File: config.mk
export PLATFORM = sky130hd
export DESIGN_NAME = stopwatch_lap_core
export DESIGN_NICKNAME = d
export VERILOG_FILES = /design/src/rtl/stopwatch_lap_core.sv
export SDC_FILE = /design/constraint.sdc
export NUM_CORES = 1
export LEC_CHECK = 0
export CORE_ASPECT_RATIO = 0.7
export CORE_MARGIN = 4
export CORE_UTILIZATION = 50
export CTS_CLUSTER_DIAMETER = 200
export DETAILED_ROUTE_END_ITERATION = 10
export GPL_ROUTABILITY_DRIVEN = 0
export PLACE_DENSITY_LB_ADDON = 0.12
export RECOVER_POWER = 100
export SETUP_SLACK_MARGIN = 0.3
export SYNTH_ARGS = -nofsm -noshare
export SYNTH_HDL_FRONTEND = slang
export SYNTH_SLANG_ARGS = --single-unit
File: constraint.sdc
create_clock -name clk_i -period 3.3 [get_ports clk_i]
set_input_delay 0.66 -clock clk_i [delete_from_list [all_inputs] [get_ports clk_i]]
set_output_delay 0.66 -clock clk_i [all_outputs]
set_load 0.05 [all_outputs]
File: src/rtl/stopwatch_lap_core.sv
// Stopwatch counter with tick prescaler, pause, split/lap capture and a
// first-word-fall-through lap FIFO. Command pulses act only when exactly one is high.
module stopwatch_lap_core #(
  parameter int N        = 16,
  parameter int LAPS     = 4,
  parameter int PRESCALE = 1,
  parameter int WRAP     = 1
) (
  input  logic         clk_i,
  input  logic         rst_i,
  input  logic         start_i,
  input  logic         stop_i,
  input  logic         split_i,
  input  logic         clear_i,
  input  logic         lap_rd_i,
  output logic [N-1:0] disp_value_o,
  output logic [N-1:0] count_value_o,
  output logic         running_o,
  output logic         frozen_o,
  output logic [N-1:0] lap_data_o,
  output logic         lap_valid_o,
  output logic         lap_full_o,
  output logic         lap_overrun_o,
  output logic         overflow_o
);
  localparam int PW = (PRESCALE > 1) ? $clog2(PRESCALE) : 1;
  localparam int AW = (LAPS > 1) ? $clog2(LAPS) : 1;
  localparam int CW = $clog2(LAPS + 1);

  typedef enum logic [1:0] {S_IDLE, S_RUN, S_SPLIT, S_PAUSED} state_t;

  state_t        state_q, state_d;
  logic [N-1:0]  count_q, frozen_q;
  logic [PW-1:0] presc_q;
  logic [N-1:0]  mem_q [LAPS];
  logic [AW-1:0] rd_ptr_q, wr_ptr_q;
  logic [CW-1:0] fill_q;
  logic          running_q, frozen_flag_q, overrun_q, overflow_q;

  logic [3:0] cmds;
  logic       one_cmd, split_acc, clear_acc, counting_d, tick;
  logic       empty, full, pop, push;

  assign cmds    = {start_i, stop_i, split_i, clear_i};
  assign one_cmd = (cmds != 4'b0000) && ((cmds & (cmds - 4'd1)) == 4'b0000);

  function automatic logic [AW-1:0] ptr_inc(input logic [AW-1:0] p);
    return (p == AW'(LAPS - 1)) ? '0 : p + 1'b1;
  endfunction

  always_comb begin
    state_d   = state_q;
    split_acc = 1'b0;
    clear_acc = 1'b0;
    if (one_cmd) begin
      unique case (state_q)
        S_IDLE: if (start_i) state_d = S_RUN;
        S_RUN: begin
          if (stop_i) state_d = S_PAUSED;
          if (split_i) begin
            state_d   = S_SPLIT;
            split_acc = 1'b1;
          end
        end
        S_SPLIT: begin
          if (start_i) state_d = S_RUN;
          if (stop_i)  state_d = S_PAUSED;
          split_acc = split_i;
        end
        S_PAUSED: begin
          if (start_i) state_d = S_RUN;
          if (clear_i) begin
            state_d   = S_IDLE;
            clear_acc = 1'b1;
          end
        end
        default: state_d = S_IDLE;
      endcase
    end
  end

  // Counting follows the next state so a start/stop takes effect on the same edge.
  assign counting_d = (state_d == S_RUN) || (state_d == S_SPLIT);
  assign tick       = counting_d && (presc_q == PW'(PRESCALE - 1));

  assign empty = (fill_q == '0);
  assign full  = (fill_q == CW'(LAPS));
  assign pop   = lap_rd_i && !empty && !clear_acc;
  assign push  = split_acc && (!full || pop);

  always_ff @(posedge clk_i) begin
    if (rst_i) begin
      state_q       <= S_IDLE;
      count_q       <= '0;
      frozen_q      <= '0;
      presc_q       <= '0;
      rd_ptr_q      <= '0;
      wr_ptr_q      <= '0;
      fill_q        <= '0;
      running_q     <= 1'b0;
      frozen_flag_q <= 1'b0;
      overrun_q     <= 1'b0;
      overflow_q    <= 1'b0;
    end else begin
      state_q       <= state_d;
      running_q     <= counting_d;
      frozen_flag_q <= (state_d == S_SPLIT);
      if (clear_acc) begin
        count_q    <= '0;
        frozen_q   <= '0;
        presc_q    <= '0;
        rd_ptr_q   <= '0;
        wr_ptr_q   <= '0;
        fill_q     <= '0;
        overrun_q  <= 1'b0;
        overflow_q <= 1'b0;
      end else begin
        if (counting_d) presc_q <= tick ? '0 : presc_q + 1'b1;
        if (tick) begin
          if (&count_q) begin
            overflow_q <= 1'b1;
            if (WRAP != 0) count_q <= '0;
          end else begin
            count_q <= count_q + 1'b1;
          end
        end
        if (split_acc) frozen_q <= count_q;
        if (split_acc && full && !pop) overrun_q <= 1'b1;
        if (push) begin
          mem_q[wr_ptr_q] <= count_q;
          wr_ptr_q        <= ptr_inc(wr_ptr_q);
        end
        if (pop) rd_ptr_q <= ptr_inc(rd_ptr_q);
        if (push && !pop)      fill_q <= fill_q + 1'b1;
        else if (pop && !push) fill_q <= fill_q - 1'b1;
      end
    end
  end

  assign disp_value_o  = (state_q == S_SPLIT) ? frozen_q : count_q;
  assign count_value_o = count_q;
  assign running_o     = running_q;
  assign frozen_o      = frozen_flag_q;
  assign lap_data_o    = empty ? '0 : mem_q[rd_ptr_q];
  assign lap_valid_o   = !empty;
  assign lap_full_o    = full;
  assign lap_overrun_o = overrun_q;
  assign overflow_o    = overflow_q;

endmodule

After elaboration in Yosys (flattened, before gate mapping). Memory sizes are Yosys's and may differ from the RTL's. A register that Yosys moved wholly into a read port is not among the register bits. Index checks and enable logic that the tools add are counted.

$add $sub $neg: 7. Eq/ne operators: 8. Mux-type cells: 27. Bitwise gates (word level): 2. Reductions and logical operators: 24.

Operators by type and width (number): $mux W16 (3); $mux W2 (10); $reduce_and A17 Y1 (1); $add A16 B1 Y16 const B (1); $reduce_and A16 Y1 (1); $eq A2 B2 Y1 const B (5); $mux W1 (10); $logic_and A1 B1 Y1 (9); $pmux W2 S4 (1); $mux W3 (2); $logic_not A1 Y1 (5); $add A2 B1 Y2 const B (2); $and A4 B4 Y4 (1); $eq A2 B1 Y1 const B (2); $logic_not A4 Y1 (1); $reduce_bool A4 Y1 (1); $sub A4 B1 Y4 const B (1); $add A3 B1 Y3 const B (1); $eq A3 B3 Y1 const B (1); $logic_not A3 Y1 (1); $sub A3 B1 Y3 const B (1); $logic_not A2 Y1 (1); $logic_or A1 B1 Y1 (2); $pmux W1 S2 (1); 4 further kinds (4).

Bits in registers: 46. RAM bits: 64. Input port bits: 7. Output and inout port bits: 54. Word-level logic and storage cells: 80. Memories kept: 1.

Memories: mem_q (words 4, bits a word 16, rd ports 1, clocked after memory_dff 1, write ports 1, line 35) `logic [N-1:0] mem_q [LAPS];`.

Logic depth before layout (Yosys ltp). Gate-level depths: netlist of run 1.

Word-level depth: 13. Gate-level depth with buffers: 14. Depth with buffers taken out: 11.

Least setup slack after synthesis of run 1. Ideal clock, no wire load.

Path type: input to register. From: in start_i. To: reg count_q[10] (netlist: count_value_o[10]). Setup time: 0.069 ns. Arrival: 3.261 ns. Required time: 3.231 ns. Setup slack: -0.030 ns. Stages: 12. Buffers on the path: 3. Path through: clkbuf_1 -> nor4b_4 -> a221oi_1 -> a21oi_1 -> o22ai_1 -> ha_1 -> or3b_1 -> buf_2 -> or2_0 -> clkbuf_2 -> or4_1 -> o21ai_1.

Longest elaborated chain between the ends: 8. Elaborated cells on any way between the ends: 16. Those cells by class: 1 x add/sub; 2 x eq/ne; 6 x mux; 1 x bitwise; 6 x reduce/logical.

Ends and longest elaborated chain: start: declaration (line 11) `input logic start_i,`; $sub A4 B1 Y4 (line 45) `assign one_cmd = (cmds != 4'b0000) && ((cmds & (cmds - 4'd1)) == 4'b0000);`; $and A4 B4 Y4 (line 45); $logic_not A4 Y1 (line 45); $logic_and A1 B1 Y1 (line 45); $mux W2 (line 55) `if (one_cmd) begin`; $eq A2 B1 Y1 or $eq A2 B2 Y1 (tied branches) (line 83) `assign counting_d = (state_d == S_RUN) || (state_d == S_SPLIT);`; $logic_or A1 B1 Y1 (line 83); $logic_and A1 B1 Y1 (line 84) `assign tick = counting_d && (presc_q == PW'(PRESCALE - 1));`; end signal: assignment (line 124) `count_q <= count_q + 1'b1;`; end: declaration (line 33) `logic [N-1:0] count_q, frozen_q;`.

Parallel ways exist; a longest one is shown, timed or not. A chain may end at the register's enable or synchronous reset.

Final worst setup path of run 1.
From: reg state_q[0]. To: out disp_value_o[3].

Longest elaborated chain between the ends: 2.

Ends and longest elaborated chain: start: declaration (line 32) `state_t state_q, state_d;`; start signal: assignment (line 105) `state_q <= state_d;`; $eq A2 B2 Y1 (line 140) `assign disp_value_o = (state_q == S_SPLIT) ? frozen_q : count_q;`; $mux W16 (line 140); end: declaration (line 16) `output logic [N-1:0] disp_value_o,`.

No other way between the ends.

==> results.txt, run 1 <==
The first-pass GRT wire length is 17500 um. The final number of hold-violating endpoints came out at 0. The tree is rooted in a sky130_fd_sc_hd__clkbuf_16. The filler cells instantiated in the layout total 734. The largest vdd supply drop is 0.000351 V.

The share of the Yosys chip area taken by registers is 0.593. The post-CTS setup repair buffer count is 0. In this run the critical register-to-register path is captured at count_value_o[10]$_SDFFE_PP0P_. After synthesis the netlist holds a flip-flop and latch count of 112. The final antenna-violating net count came out at 0. The share of post-route cells with drive strength above 1 is 0.155. The number of input and output port buffers inserted came out at 60. The mean instance size in the synthesized netlist came out at 12.5 um^2. The quantity of hold-fixing buffers added after cts came out at 0.

The worst register-to-register path begins at state_q[0]$_SDFF_PP0_. The cell depth of the worst min-delay path came out at 2. The data arrival time at the worst-slack endpoint is 2.36 ns. The CTS tree is yes.

The final period utilization came out at 0.915. The source of the worst hold timing path is frozen_q[11]$_SDFFE_PP0N_. The run finished with clean final reports. The worst hold endpoint is frozen_q[11]$_SDFFE_PP0N_. The max-slew violation total from the final report came out at 0. The post-detailed-route wirelength per cell is 17.7 um.

The clock tree synthesis step divided the H-tree into 3 levels. The HPWL reported at the end of detailed placement came out at 7310 um. The total clock sinks is 112. Measured along the y axis, the die boundary spans 90.5 um. The core region is 9250 um^2. The initial utilization of the core area, before any placement, comes to 0.525. The worst hold path belongs to the class flop to flop. The shortest clock period the worst path allows after layout came out at 3.02 ns. The pin count of the biggest net entering global routing came out at 21. The non-filler instance count after layout came out at 608. The count of standard-cell rows came out at 29.

Of all flip-flops after synthesis, the portion carrying an async set or reset was 0. The power density of the placed cells came out at 688 nW/um^2. For this run, the number of Yosys warnings is 0. Timing would allow up to 0.331 GHz. Walking the worst path, the cells encountered are inv_1 > ha_1 > clkbuf_2 > mux2_2 > dlygate4sd2_1. The total instance count after detailed placement is 592.

The worst setup path is captured at an output pin. Of all nets on the critical path, the largest fanout is 17. The number of buffers created by CTS is 9. The family with the most delay on the worst path is buffers and inverters.

The worst reg-to-reg path cell count is 11. The initial antenna violation count came out at 0. The buffer levels on the longest clock path is 2. Registers take 2890 um^2. The number of nets produced by synthesis is 410. The most used flip-flop cell after synthesis is sky130_fd_sc_hd__edfxtp_1. The worst endpoint required time came out at 2.64 ns. The worst slew margin relative to its limit is 0.437. The aggregate routed wire length came out at 10700 um.

The width of the die came out at 126 um. The count of maximum capacitance violations came out at 0. The overall track demand over capacity in global routing is 0.194. The initial detailed-routing violation count is 276. The floorplan die area came out at 11400 um^2. The multi-input gate area in the final layout is 1890 um^2.

In the synthesized netlist, the number of instances is 390. Dividing the detail-routed via count by the number of cells gives 5.56. Summing every instance area after synthesis gives 4860 um^2. The critical path is of the flop to output pin type. The clock latency at the later pin of the worst-skew pair came out at 0.35 ns. The I/O pin total came out at 61.

Setup repair after global routing left no endpoint under its margin. The sum of buffers and inverters on the critical path is 3. The first detailed-routing pass took 5 iterations. The clock skew is 0.00903 ns. The detailed router placed 3383 vias in this run. The number of global-route vias before repair came out at 3347. STA classifies the critical path startpoint as a flop. After synthesis, the netlist uses 49 different library cells. The total design power came out at 0.00413 W. The standby leakage power is 2.27 nW.

The slew at the pin with the worst max-slew slack came out at 0.843 ns. The highest cell delay on the worst timing path came out at 0.43 ns. For this run the aggregate overflow at the end of global routing stands at 0. The area growth from synthesis to layout is 23.6%. The worst reg-to-reg setup slack came out at 0.33 ns. The number of antenna repair diodes came out at 0. The CTS clock-pin slew for the worst setup and hold paths came out at 0.07 ns.

The final count of negative-setup-slack endpoints is 0. The slowest stage of the critical path belongs to the cell sky130_fd_sc_hd__dlygate4sd2_1. The number of flops mapped to enable cells by yosys came out at 64. The final net count came out at 499. The number of remaining DRC errors came out at 0.
==> repair_timing <==
action | CTS | global route
pin swaps | 0 | 0
gates resized for setup | 24 | 7
setup endpoints to repair | 29 | 13
==> worst reg2reg max path: stages, from the launching register on <==
cell	delay (ns)
sky130_fd_sc_hd__dfxtp_4	0.40
sky130_fd_sc_hd__inv_1	0.07
sky130_fd_sc_hd__ha_1	0.29
sky130_fd_sc_hd__o21ai_0	0.20
sky130_fd_sc_hd__o2bb2ai_1	0.12
sky130_fd_sc_hd__a22oi_2	0.20
sky130_fd_sc_hd__o22ai_1	0.11
sky130_fd_sc_hd__ha_1	0.32
sky130_fd_sc_hd__or3b_1	0.42
sky130_fd_sc_hd__or2_0	0.27
sky130_fd_sc_hd__or4_1	0.41
sky130_fd_sc_hd__o21ai_0	0.08
==> routing by layer <==
layer | GRT usage | vias to the layer above | share of wire
li1 | - | 1616 | -
met1 | 0.286 | 1661 | 0.48
met2 | 0.286 | 99 | 0.44
met3 | 0.0615 | 7 | 0.069
met4 | 0.0348 | 0 | 0.0071
met5 | 0 | - | 0
==> area by class of cell <==
cell class | count | area share
clock buffer | 10 | 0.0381
clock inverter | 6 | 0.0164
inverter | 12 | 0.00749
multi-input combinational | 249 | 0.315
sequential | 112 | 0.480
tap | 124 | 0.0258
timing repair buffer | 95 | 0.117
==> synth_stat cells (3+ instances only) <==
master | n | share of area
sky130_fd_sc_hd__edfxtp_1 | 64 | 0.40
sky130_fd_sc_hd__dfxtp_1 | 48 | 0.20
sky130_fd_sc_hd__nand2_1 | 31 | 0.024
sky130_fd_sc_hd__nor2_1 | 24 | 0.019
sky130_fd_sc_hd__a21oi_1 | 23 | 0.024
sky130_fd_sc_hd__nand3_1 | 22 | 0.023
sky130_fd_sc_hd__nor2b_1 | 21 | 0.027
sky130_fd_sc_hd__mux4_2 | 16 | 0.074
sky130_fd_sc_hd__mux2_2 | 13 | 0.030
sky130_fd_sc_hd__ha_1 | 12 | 0.031
sky130_fd_sc_hd__inv_1 | 12 | 0.0093
sky130_fd_sc_hd__o21ai_0 | 11 | 0.011
sky130_fd_sc_hd__xnor2_1 | 11 | 0.020
sky130_fd_sc_hd__clkbuf_1 | 8 | 0.0062
sky130_fd_sc_hd__nor3_1 | 8 | 0.0082
sky130_fd_sc_hd__buf_2 | 5 | 0.0051
sky130_fd_sc_hd__nand4_1 | 5 | 0.0064
sky130_fd_sc_hd__and2_1 | 4 | 0.0051
sky130_fd_sc_hd__o22ai_1 | 4 | 0.0051
sky130_fd_sc_hd__xor2_1 | 4 | 0.0072
sky130_fd_sc_hd__buf_1 | 3 | 0.0023
sky130_fd_sc_hd__nor4_1 | 3 | 0.0039
==> sequential cells by signal, indices dropped and copies added (netlist names), named ones only <==
name,cells
frozen_q,16
presc_q,1
mem_q,64
lap_overrun_o,1
fill_q,3
count_value_o,16
running_o,1
rd_ptr_q,2
frozen_o,1
state_q,2
overflow_o,1
wr_ptr_q,2
==> cells by family after synthesis <==
| family | after synthesis | synth area share |
|---|---|---|
| AOI/OAI and AO/OA | 52 | 0.0623 |
| xor gates and xnor gates | 15 | 0.0270 |
| adders and majority gates | 13 | 0.0350 |
| buffers and inverters | 29 | 0.0239 |
| DFF | 112 | 0.593 |
| muxes | 31 | 0.108 |
| and+or+nand+nor | 138 | 0.151 |
==> cells in the final DEF (no fill, tap or decap), types with 16 or more instances in the layout <==
cell                            instances
sky130_fd_sc_hd__clkbuf_1              31
sky130_fd_sc_hd__dlygate4sd3_1         23
sky130_fd_sc_hd__dfxtp_1               46
sky130_fd_sc_hd__edfxtp_1              64
sky130_fd_sc_hd__a21oi_1               21
sky130_fd_sc_hd__nand3_1               22
sky130_fd_sc_hd__nor2_1                24
sky130_fd_sc_hd__mux4_2                16
sky130_fd_sc_hd__nor2b_1               20
sky130_fd_sc_hd__nand2_1               31
sky130_fd_sc_hd__dlygate4sd2_1         19
==> worst max-delay path by stage <==
| stage | startpoint | end | slack (ns) | cells after the start |
|---|---|---|---|---|
| final | state_q[0]$_SDFF_PP0_ | disp_value_o[3] | 0.28 | 5 |
| after global routing | state_q[0]$_SDFF_PP0_ | disp_value_o[3] | 0.15 | 5 |
| after CTS | state_q[0]$_SDFF_PP0_ | count_value_o[10]$_SDFFE_PP0P_ | 0.33 | 11 |
| after detailed placement | clear_i | count_value_o[10]$_SDFFE_PP0P_ | -0.27 | 10 |
| after global placement | clear_i | count_value_o[10]$_SDFFE_PP0P_ | -0.14 | 10 |
| after floorplan | start_i | count_value_o[10]$_SDFFE_PP0P_ | 0.009 | 12 |
==> metrics by stage <==
step	hold slack (ns)	setup TNS, ns	utilization	cell area, um^2	setup slack [ns]
final	0.453	0	0.650	6010	0.280
after global routing	0.473	0	0.650	6010	0.153
after CTS	0.456	0	0.665	6150	0.333
after detailed placement	0.447	-2.55	0.630	5830	-0.269
after global placement	0.439	-1.04	0.630	5830	-0.143
after floorplan	0.433	0	-	4890	0.00860
==> report_power, final <==
part           total (W)  switching (W)  leakage [nW]  internal, W
logic            0.00141        0.00101          1.09     0.000395
registers        0.00154      0.0000467          1.02      0.00150
clock network    0.00118       0.000501         0.157     0.000679
total            0.00413        0.00156          2.27      0.00257
No activity file was read; power rests on OpenSTA's default activity.
==> inputs of run 2 (changes only) <==
Settings changed: CORE_MARGIN 4 to not set.
==> results.txt, run 2 (same netlist as run 1, synthesis figures left out) <==
The total core area came out at 9250 um^2. The worst setup path is launched from a flop. The first-pass GRT wire length is 16700 um. The final period utilization is 0.908. The final antenna-violating net count came out at 0. The run finished with clean final reports. The number of buffers created by CTS came out at 9. Power spread over the standard cell area amounts to 680 nW/um^2. The share of total power dissipated in combinational logic is 0.347. The slew at the pin with the worst max-slew slack came out at 0.841 ns. Setup repair after global routing left no endpoint under its margin. The total overflow reported by the global router is 0.

The initial core utilization is 0.525. The post-placement worst setup slack came out at -0.230 ns. Entering global routing, the biggest net connects 33 pins. The initial antenna violation count came out at 0.

Along the worst path, the maximum fanout reaches 6. The cell sitting at the root of the clock tree is a sky130_fd_sc_hd__clkbuf_16. The iteration count of the initial detailed-routing pass came out at 4.

The clock latency at the later pin of the worst-skew pair is 0.35 ns. Setup violations remaining at the end of the flow were counted as 0. The final number of hold-violating endpoints is 0. The number of antenna repair diodes is 0. In the layout the commonest cells are 64 x sky130_fd_sc_hd__edfxtp_1, 47 x sky130_fd_sc_hd__dfxtp_1, 31 x sky130_fd_sc_hd__nand2_1. The power share of the sequential group came out at 0.381. The minimum hold slack is 0.457 ns. After detailed routing, the average wire length per cell comes to 17.3 um. VDD sags by at most 0.000354 V. Of the total power, the share spent switching nets is 0.385. The total clock sinks came out at 112. The die is 120 um wide. The maximum level of the CTS H-tree came out at 3. Cell internal power was estimated by the tool at 0.00249 W. The number of input and output port buffers inserted came out at 60. The count of standard-cell rows came out at 29.

The number of global-route vias before repair is 3154. The max-slew violation total from the final report came to 0. The worst reg-to-reg setup slack came out at 0.30 ns.

The standby leakage power is 2.25 nW. The clock share of power is 0.273. The shortest clock period the worst path allows after layout came out at 3.00 ns.

Leaving out fill and tap cells, the most frequent cell in the layout is sky130_fd_sc_hd__edfxtp_1. The tightest min-delay check is of the flop to flop type. The final layout contains 496 nets. In the global route stage, overall resource usage came out at 0.219.

The per-cell via count in the routed design is 5.47. The worst endpoint required time is 3.52 ns. The switching component of the power came out at 0.00156 W. The height of the chip came out at 84.5 um. The buffer levels on the longest clock path is 2.

Timing would allow up to 0.334 GHz. The worst setup path is captured at a flop. The area growth from synthesis to layout is 22.5%.

The floorplan die area came out at 10100 um^2. In this run the count of I/O pins placed on the die edge is 61. The count of maximum capacitance violations is 0. After legalization and detailed placement, the total HPWL measured 7080 um. Counting flops per register, the top entry is mem_q. Across all setup checks in the final design, the least slack found is 0.303 ns.

Wires add up to 10400 um. The share of post-route cells with drive strength above 1 is 0.158. On the final layout, the worst clock skew is 0.00474 ns. The flip-flop count of the largest register, all copies and words added came out at 64.

The worst setup path is of the flop to flop kind. The total vias in the final route is 3311. The initial detailed-routing violation count is 277. After detailed routing, the number of remaining DRC violations is 0.

The data arrival time at the worst-slack endpoint is 3.22 ns. TritonCTS built the clock tree. Measured against its own limit, the worst slew margin works out to 0.438. The CTS clock-pin slew for the worst setup and hold paths is 0.07 ns.
-- run 2: routing by layer --
metal  vias up  global-route usage  part of all wire
met5         -                   0                 0
met4         0              0.0489            0.0058
met3         4              0.0645             0.062
met2        89               0.316              0.44
met1      1609               0.325              0.49
li1       1609                   -                 -
-- run 2: final timing paths --
kind                             startpoint                              to  cells after the start
setup / recovery      state_q[0]$_SDFF_PP0_  count_value_o[14]$_SDFFE_PP0P_                     12
hold / removal    frozen_q[12]$_SDFFE_PP0N_       frozen_q[12]$_SDFFE_PP0N_                      2
setup reg to reg      state_q[0]$_SDFF_PP0_  count_value_o[14]$_SDFFE_PP0P_                     12
hold reg to reg   frozen_q[12]$_SDFFE_PP0N_       frozen_q[12]$_SDFFE_PP0N_                      2
-- run 2: metrics by stage --
step | utilization | TNS, ns | total power, W | instances | area [um^2]
6_report | 0.644 | 0 | 0.00405 | 605 | 5960
5_1_grt | 0.644 | 0 | 0.00423 | 605 | 5960
4_1_cts | 0.659 | 0 | 0.00424 | 605 | 6100
3_5_place_dp | 0.628 | -1.94 | 0.00315 | 589 | 5810
3_3_place_gp | 0.628 | -0.936 | 0.00313 | 589 | 5810
2_1_floorplan | - | 0 | 0.00270 | 390 | 4890
-- run 2: power groups by stage --
stage	registers (W)	logic (W)	clock network (W)
3_5_place_dp	0.00157	0.00157	0
4_1_cts	0.00154	0.00157	0.00112
6_report	0.00154	0.00140	0.00111
5_1_grt	0.00155	0.00149	0.00119
3_3_place_gp	0.00157	0.00156	0
2_1_floorplan	0.00157	0.00113	0
-- run 2: critical path: stages (launching register included) --
cell and delay, ns:
sky130_fd_sc_hd__dfxtp_1 0.45, sky130_fd_sc_hd__inv_1 0.11, sky130_fd_sc_hd__ha_1 0.29, sky130_fd_sc_hd__nor2b_2 0.16, sky130_fd_sc_hd__a21oi_1 0.10, sky130_fd_sc_hd__a21oi_1 0.20
sky130_fd_sc_hd__o22ai_1 0.12, sky130_fd_sc_hd__ha_1 0.30, sky130_fd_sc_hd__or3b_1 0.40, sky130_fd_sc_hd__buf_4 0.17, sky130_fd_sc_hd__nor4b_1 0.35, sky130_fd_sc_hd__xnor2_1 0.16
sky130_fd_sc_hd__nor2_1 0.05
-- run 2: what timing repair did --
| action | 4_1_cts | 5_1_grt |
|---|---|---|
| buffers inserted | 0 | 0 |
| endpoints found under the setup margin | 29 | 14 |
| hold buffers | 0 | 0 |
| pin swaps | 1 | 2 |
| gates resized for setup | 22 | 15 |
-- run 2: cell type report --
type | count | area, um^2
well taps | 124 | 155
multi-input cells | 249 | 1890
flip-flops and latches | 112 | 2880
repair buffers | 92 | 681
inverters | 12 | 45.0
fillers | 787 | 3290
clock buffers | 10 | 229
clock inverters | 6 | 73.8
